$ cat src/rtl/lfsr_period_meter.sv
// Measures the period of an upstream LFSR: counts steps from a captured reference
// value until the same value reappears, saturating at all-ones when it never does.
module lfsr_period_meter #(
  parameter int LFSR_BITS  = 5,
  parameter int COUNT_BITS = 8
) (
  input  logic                  clk,
  input  logic                  reset_n,
  input  logic                  start,
  input  logic                  step,
  input  logic [LFSR_BITS-1:0]  value,
  output logic [COUNT_BITS-1:0] period,
  output logic                  valid,
  output logic                  busy,
  output logic                  overflow,
  output logic [1:0]            state_dbg
);

  typedef enum logic [1:0] {
    S_IDLE    = 2'd0,
    S_MEASURE = 2'd1,
    S_DONE    = 2'd2
  } state_t;

  localparam logic [COUNT_BITS-1:0] CNT_MAX = '1;
  localparam logic [COUNT_BITS-1:0] CNT_ONE = {{(COUNT_BITS-1){1'b0}}, 1'b1};

  state_t                 state, state_next;
  logic [COUNT_BITS-1:0]  count, count_next, count_inc;
  logic [LFSR_BITS-1:0]   ref_val, ref_next;
  logic [COUNT_BITS-1:0]  period_next;
  logic                   valid_next, overflow_next;

  // valid is a level, not a handshake: it stays high with period until the next
  // start or reset, and nothing downstream acknowledges it.
  assign busy      = (state == S_MEASURE);
  assign state_dbg = state;
  assign count_inc = count + CNT_ONE;

  always_ff @(posedge clk or negedge reset_n) begin
    if (!reset_n) begin
      state    <= S_IDLE;
      count    <= '0;
      ref_val  <= '0;
      period   <= '0;
      valid    <= 1'b0;
      overflow <= 1'b0;
    end else begin
      state    <= state_next;
      count    <= count_next;
      ref_val  <= ref_next;
      period   <= period_next;
      valid    <= valid_next;
      overflow <= overflow_next;
    end
  end

  always_comb begin
    state_next    = state;
    count_next    = count;
    ref_next      = ref_val;
    period_next   = period;
    valid_next    = valid;
    overflow_next = overflow;

    if (start) begin
      // A coincident step is deliberately dropped: the value seen now is the reference.
      state_next    = S_MEASURE;
      count_next    = '0;
      ref_next      = value;
      valid_next    = 1'b0;
      overflow_next = 1'b0;
    end else if (state == S_MEASURE && step) begin
      count_next = count_inc;
      if (value == ref_val) begin
        state_next    = S_DONE;
        period_next   = count_inc;
        valid_next    = 1'b1;
        overflow_next = 1'b0;
      end else if (count_inc == CNT_MAX) begin
        state_next    = S_DONE;
        period_next   = CNT_MAX;
        valid_next    = 1'b1;
        overflow_next = 1'b1;
      end
    end
  end

endmodule

$ cat config.mk
export PLATFORM = sky130hd
export DESIGN_NAME = lfsr_period_meter
export DESIGN_NICKNAME = d
export VERILOG_FILES = /design/src/rtl/lfsr_period_meter.sv
export SDC_FILE = /design/constraint.sdc
export NUM_CORES = 1
export LEC_CHECK = 0
export BUFFER_PORTS_ARGS = -buffer_cell sky130_fd_sc_hd__buf_2
export CAP_MARGIN = 20
export CORE_ASPECT_RATIO = 1.4
export CORE_MARGIN = 2
export CORE_UTILIZATION = 45
export CTS_BUF_LIST = sky130_fd_sc_hd__clkbuf_8
export CTS_CLUSTER_DIAMETER = 30
export DETAILED_ROUTE_END_ITERATION = 8
export PLACE_DENSITY = 0.7
export SLEW_MARGIN = 20
export SYNTH_ARGS = -nofsm -noshare
export SYNTH_HDL_FRONTEND = slang
export SYNTH_SLANG_ARGS = --single-unit
$ cat constraint.sdc
create_clock -name clk -period 3.5 [get_ports clk]
set_input_delay 0.175 -clock clk [delete_from_list [all_inputs] [get_ports clk]]
set_output_delay 0.175 -clock clk [all_outputs]
set_load 0.02 [all_outputs]
* Word level (Yosys, flattened, before mapping)
Cells that the tools add are included.
** Word-level totals
- Register bits :: 25
- Output and inout bits :: 13
** Cells by class
- Add/sub/neg operators :: 1
- Equality and inequality tests :: 3
- Muxes and demuxes :: 15
- Bitwise gates (word level) :: 1
- Reduce and logical (&&, ||, !) cells :: 6
** Operators by type and width (number)
- $mux 8 :: 4
- $add 8x1->8 const B :: 1
- $eq 8x8->1 const B :: 1
- $mux 2 :: 4
- $mux 1 :: 7
- $eq 5x5->1 :: 1
- $reduce_bool 2->1 :: 2
- $reduce_and 3->1 :: 1
- $reduce_bool 3->1 :: 1
- $eq 2x1->1 const B :: 1
- $reduce_and 2->1 :: 1
- $logic_and 1x1->1 :: 1
- $not 1->1 :: 1

* Longest topological paths before layout
Gate-level depths: netlist (run 1).
- Depth in word-level cells :: 6
- Mapped depth :: 7

* Least setup slack after synthesis (run 1)
No wires, ideal clock.
- Path type :: register -> register
- Start :: register valid (netlist name)
- End :: register period[7]
- Setup time :: 0.119 ns
- Data arrival time :: 1.757 ns
- Data required time :: 3.381 ns
- Setup slack :: 1.624 ns
- Cell stages (with the launch flop) :: 7
- Buffers on the path :: 1
- Clock period less this slack :: 1.876 ns
- Path through :: dfrtp_1 > and3b_1 > nand2b_1 > nor4_2 > buf_2 > mux2i_1 > nand2_1
** RTL lines
- to (signal assigned) :: line 52 : period <= period_next;
- to (decl) :: line 12 : output logic [COUNT_BITS-1:0] period,

* Worst setup path after layout (run 1)
- Start :: register count[0]
- End :: register overflow
** Between the ends
- Cells in the longest elaborated chain, start to end :: 4
** RTL lines
- from (decl) :: line 29 : logic [COUNT_BITS-1:0] count, count_next, count_inc;
- from (signal assigned) :: line 50 : count <= count_next;
- $add 8x1->8 :: line 38 : assign count_inc = count + CNT_ONE;
- $eq 8x8->1 :: line 80 : end else if (count_inc == CNT_MAX) begin
- $reduce_bool 3->1 (no source line)
- $reduce_and 2->1 (no source line)
- to (signal assigned) :: line 54 : overflow <= overflow_next;
- to (decl) :: line 15 : output logic overflow,
Every way passes these cells.
A chain may end at the register's enable or synchronous reset.

==> results.toml, run 1 <==
[power]
intPower_uw = 534
power.density_mw_per_mm2 = 511
total_power_uw = 753
seqPwrFrac = 0.456
p_clk_frac = 0.325
p_comb_frac = 0.218
p_sw_frac = 0.292
vdd_ir_drop_max_mv = 0.316
leakagePower_nw = 0.653
p_sw_uw = 220

[synthesis]
synthTopCellsByArea = "dfrtp_1 47%, xor2_1 8.2%, mux2_2 4.4%"
syn_inst = 123
synth-simple-area-share = 0.158
synth_warnings = 0
synth_mux_area_frac = 0.0517
ys_seq_area_frac = 0.468
synth_fa_ha_area_frac = 0.0195
synth.largest_area_cell = "dfrtp_1"
ys_types = 34
synth_compound_area_frac = 0.143
synth_top_family_by_area = "simple AND/OR/NAND/NOR gates"
syn_nets = 134
synth_top_area_share = 0.468
synth_xor_area_frac = 0.116
avgSynthCellArea_um2 = 10.4
netlist_area_mm2 = 0.00128
synth-seq-cells = 24

[layout]
finalInstanceArea_mm2 = 0.00147
finalNonFillerCells = 176
drive_gt1_frac = 0.279
antennaDiodeCount = 0
area_growth_syn_to_layout_pct = 14.9
nets = 152
fillers = 248

[setup_path]
end_kind = "flop"
r2r_slack_ps = 1350
r2r-end = "overflow"
path_max_fanout = 10
reg2reg_from = "count[0]"
setup.worst_path.class = "reg -> reg"
ff2ff_path_depth = 6
critPathRequiredTime_ps = 3700
crit_arrival_ps = 2340
startpoint_type = "flop"

[clocking]
clk_latency_ps = 270
cts_buffers = 3
clock-sinks = 24
postCtsResizedCells = 0
post_cts_buffers = 0
cts_tree = "yes"
cts_root_buf = "clkbuf_8"
cts_buffer_depth = 2
cts-htree-levels = 1
cts.clk_slew.worst_paths_ps = 90

[grt]
grt_max_degree = 25
grt_util_all_layers = 0.172
grt_pass1_vias = 951
antenna_found_initial = 0
gr-total-overflow = 0
grt_pass1_wl_um = 4230

[die]
die_area_mm2 = 0.00330
initial_core_util = 0.480
rows = 22
die_y_um = 67.2
coreArea_mm2 = 0.00267
num_io_pins = 22
die_w_um = 49.1

[min_path]
holdPathEnd = "ref_val[4]"
hp-class = "in -> reg"
worstHoldStart = "value[4]"
min_path_cells = 2

[sta]
worst_slew_pin_slew_ps = 565
fin_crit_sh = 0.614
maxSlewViolCount = 0
worst_hold_slack_ps = 153
slew_headroom = 0.623
rsz0062_at_grt = "no"
fin_worst_skew_ps = 5.60
setup_viol = 0
hold_viol = 0
tns_ps = 0
period_minus_slack_ps = 2150
fmax_mhz = 466

[run]
cap_violations = 0

[drt]
drt-total-wl_um = 2490
antenna_left = 0
avgRoutedWirePerCell_um = 14.1
vias_per_cell = 5.57
drt_iter0_drc = 13
drc = 0
num_vias = 980
drtPass1Iterations = 4

[placed_design]
gp_congestion = 0.822
dp_cells = 171
port_buffers = 21
place_area_mm2 = 0.00139
dp_hpwl_um = 1780

[outcome]
status = "completed"
per-stage QoR:
| stage | setup WS [ps] | util |
|---|---|---|
| floorplan | 1620 | - |
| global placement | 1450 | 0.522 |
| detailed placement | 1360 | 0.522 |
| CTS | 1350 | 0.552 |
| global route | 1200 | 0.552 |
| finish | 1350 | 0.552 |
layout by cell type (no fill, tap or decap), drive strengths merged:
master       count
ha               2
a211oi           8
a21oi           11
xnor2            5
mux2             5
bufinv           1
mux2i            1
o21ai            3
inv              2
nor2b            3
clkbuf           3
nand2            7
a311oi           1
nand3            6
o211ai           1
nor4             1
nor2             9
and3             1
a21o             1
dfrtp           24
xor2            12
dlygate4sd3      1
and3b            1
buf             22
nand2b           1
nor3             1
nand4            5
or3              2
metal layers:
| layer | vias to the layer above | share of wire | global-route usage |
|---|---|---|---|
| li1 | 463 | - | - |
| met1 | 481 | 0.41 | 0.189 |
| met2 | 31 | 0.53 | 0.314 |
| met3 | 5 | 0.040 | 0.0199 |
| met4 | 0 | 0.023 | 0.114 |
| met5 | - | 0 | 0 |
critical path, cell delays in order (launching register included):
cell and delay, ps:
dfrtp_1 500, ha_1 330, xor2_1 220, nand4_1 170
a311oi_4 520, a21oi_2 120, a211oi_2 200
power by group through the flow:
stage	clock network [mW]	logic, mW	registers, mW
6_report	0.245	0.165	0.344
5_1_grt	0.263	0.180	0.349
4_1_cts	0.250	0.167	0.345
3_5_place_dp	0	0.165	0.351
3_3_place_gp	0	0.161	0.350
2_1_floorplan	0	0.0723	0.386
synth_stat cells (all sizes together):
| cell | instances |
|---|---|
| nor3 | 1 |
| xnor2 | 5 |
| a21o | 1 |
| nand3 | 6 |
| or3 | 2 |
| nand2 | 7 |
| xor2 | 12 |
| a21oi | 11 |
| nand2b | 1 |
| a311oi | 1 |
| clkbuf | 2 |
| a211oi | 8 |
| nor2b | 3 |
| nand4 | 5 |
| dfrtp | 24 |
| ha | 2 |
| mux2i | 1 |
| and3b | 1 |
| and3 | 1 |
| o211ai | 1 |
| mux2 | 5 |
| buf | 8 |
| nor2 | 9 |
| inv | 2 |
| o21ai | 3 |
| nor4 | 1 |
area by class of cell:
cell class / instances / area [um^2] / area share
flip-flops and latches: 24 / 601 / 0.407
inverters: 2 / 7.51 / 0.00509
well taps: 36 / 45.0 / 0.0306
multi-input cells: 87 / 627 / 0.425
clock buffers: 3 / 41.3 / 0.0280
clock inverters: 1 / 30.0 / 0.0204
repair buffers: 23 / 123 / 0.0832
worst max path at each step:
stage                        start            to  slack, ps  cells past startpoint
after floorplan              valid     period[7]       1620                      6
after global placement    count[0]  state_dbg[0]       1450                      6
after detailed placement  count[0]      overflow       1360                      6
after CTS                 count[0]      overflow       1350                      6
after global routing      count[0]  state_dbg[0]       1200                      6
final                     count[0]      overflow       1350                      6
logic make-up (layout without fill, tap and decap cells):
logic type | Yosys count | count (layout)
xor+xnor | 17 | 17
flops | 24 | 24
mux | 6 | 6
simple gates | 37 | 37
compound gates | 25 | 25
buf+inv | 12 | 29
fa+ha+maj | 2 | 2
what timing repair did:
action,CTS,global route
endpoints found under the setup margin,0,0
endpoints found under the hold margin,24,0
hold buffers,1,0
registers in the layout, summed over array words and instances, names as in the netlist:
| signal | flops |
|---|---|
| overflow | 1 |
| ref_val | 5 |
| valid | 1 |
| state_dbg | 1 |
| period | 8 |
| count | 8 |
(Power assumes the default switching activity.)
==> run 2: changes to the inputs <==
==> constraint.sdc (replaced) <==
create_clock -name clk -period 2.1 [get_ports clk]
set_input_delay 0.105 -clock clk [delete_from_list [all_inputs] [get_ports clk]]
set_output_delay 0.105 -clock clk [all_outputs]
set_load 0.02 [all_outputs]
==> results.toml, run 2 (same netlist as run 1, synthesis figures left out) <==
[outcome]
status = "completed"

[clocking]
cts.clk_slew.worst_paths_ps = 80
cts_root_buf = "clkbuf_8"
clk_latency_ps = 270
cts-htree-levels = 1
postCtsResizedCells = 0
cts_buffers = 3
clock-sinks = 24
cts_tree = "yes"
cts_buffer_depth = 2

[setup_path]
startpoint_type = "flop"
r2r-end = "state_dbg[0]"
crit_arrival_ps = 2110
r2r_slack_ps = 150
ff2ff_path_depth = 6
path_max_fanout = 9
reg2reg_from = "count[2]"
setup.worst_path.class = "reg -> reg"
end_kind = "flop"
critPathRequiredTime_ps = 2260

[sta]
setup_viol = 0
period_minus_slack_ps = 1950
hold_viol = 0
maxSlewViolCount = 0
slew_headroom = 0.630
fin_worst_skew_ps = 2.14
rsz0062_at_grt = "no"
fmax_mhz = 513
worst_slew_pin_slew_ps = 554
fin_crit_sh = 0.928
tns_ps = 0
worst_hold_slack_ps = 89.0

[placed_design]
dp_hpwl_um = 1750
port_buffers = 21
gp_congestion = 0.839
dp_cells = 174
place_area_mm2 = 0.00142

[power]
p_sw_uw = 360
total_power_mw = 1.17
p_clk_frac = 0.266
vdd_ir_drop_max_mv = 0.438
power.density_mw_per_mm2 = 778
leakagePower_nw = 0.678
p_comb_frac = 0.247
seqPwrFrac = 0.488
p_sw_frac = 0.308
intPower_uw = 809

[layout]
nets = 158
area_growth_syn_to_layout_pct = 17.2
antennaDiodeCount = 0
finalInstanceArea_mm2 = 0.00150
drive_gt1_frac = 0.308
largest_registers = "count x8, period x8, ref_val x5"
finalNonFillerCells = 182
mostFrequentLayoutCell = "dfrtp_1"
layout_common_cells = "24 x dfrtp_1, 21 x buf_2, 12 x xor2_1"
fillers = 251

[grt]
gr-total-overflow = 0
grt_pass1_wl_um = 4150
antenna_found_initial = 0
grt_max_degree = 25
grt_pass1_vias = 979
grt_util_all_layers = 0.165

[die]
die_area_mm2 = 0.00330
initial_core_util = 0.480
coreArea_mm2 = 0.00267
num_io_pins = 22
die_w_um = 49.1
die_y_um = 67.2
rows = 22

[drt]
antenna_left = 0
vias_per_cell = 5.47
drtPass1Iterations = 4
drc = 0
drt_iter0_drc = 18
drt-total-wl_um = 2430
avgRoutedWirePerCell_um = 13.3
num_vias = 996

[min_path]
hp-class = "in -> reg"
worstHoldStart = "value[2]"
holdPathEnd = "ref_val[2]"
min_path_cells = 2

[run]
cap_violations = 0
-- run 2: changes by cell type in the layout (fill, tap and decap cells not counted) --
cell / before / now
buf_4: 1 / 7
bufinv_16: 1 / 0
clkbuf_8: 3 / 4
-- run 2: layout make-up --
class | count | area, um^2 | area share
inverters | 2 | 7.51 | 0.00500
well taps | 36 | 45.0 | 0.0300
clock buffers | 4 | 55.1 | 0.0366
multi-input cells | 87 | 627 | 0.417
repair buffers | 29 | 168 | 0.112
flip-flops and latches | 24 | 601 | 0.400
-- run 2: metrics by stage --
| step | util | setup WS (ps) |
|---|---|---|
| finish | 0.563 | 150 |
| global route | 0.563 | 63.1 |
| CTS | 0.554 | 111 |
| detailed placement | 0.530 | 139 |
| global placement | 0.530 | 171 |
| floorplan | - | 224 |
-- run 2: timing repair --
item,in CTS,in global routing
endpoints found under the hold margin,24,0
setup endpoints to repair,0,3
buffers inserted,0,3
hold buffers,1,0
-- run 2: per-layer routing --
metal	share of wire	global-route usage
met1	0.43	0.184
met2	0.50	0.287
met3	0.031	0.0265
met4	0.032	0.121
met5	0	0
-- run 2: power groups by stage --
stage	Clock (mW)	Combinational [mW]	Sequential (mW)
after floorplan	0	0.120	0.644
after global placement	0	0.284	0.577
after CTS	0.325	0.292	0.573
after detailed placement	0	0.288	0.583
final	0.310	0.288	0.570
after global routing	0.340	0.312	0.580
-- run 2: worst max-delay path by stage --
stage | startpoint | cells after the start | to | slack (ps)
final | count[2] | 6 | state_dbg[0] | 150
after global placement | count[2] | 5 | state_dbg[0] | 170
after global routing | count[2] | 6 | period[5] | 60
after CTS | count[2] | 5 | overflow | 110
after detailed placement | count[2] | 5 | state_dbg[0] | 140
after floorplan | valid | 6 | period[7] | 220
-- run 2: critical path: stages, from the launching register on --
cell,delay (ps)
dfrtp_1,520
nand3_2,130
or3_4,410
a311oi_4,360
buf_4,190
o21ai_2,60
a21o_1,180
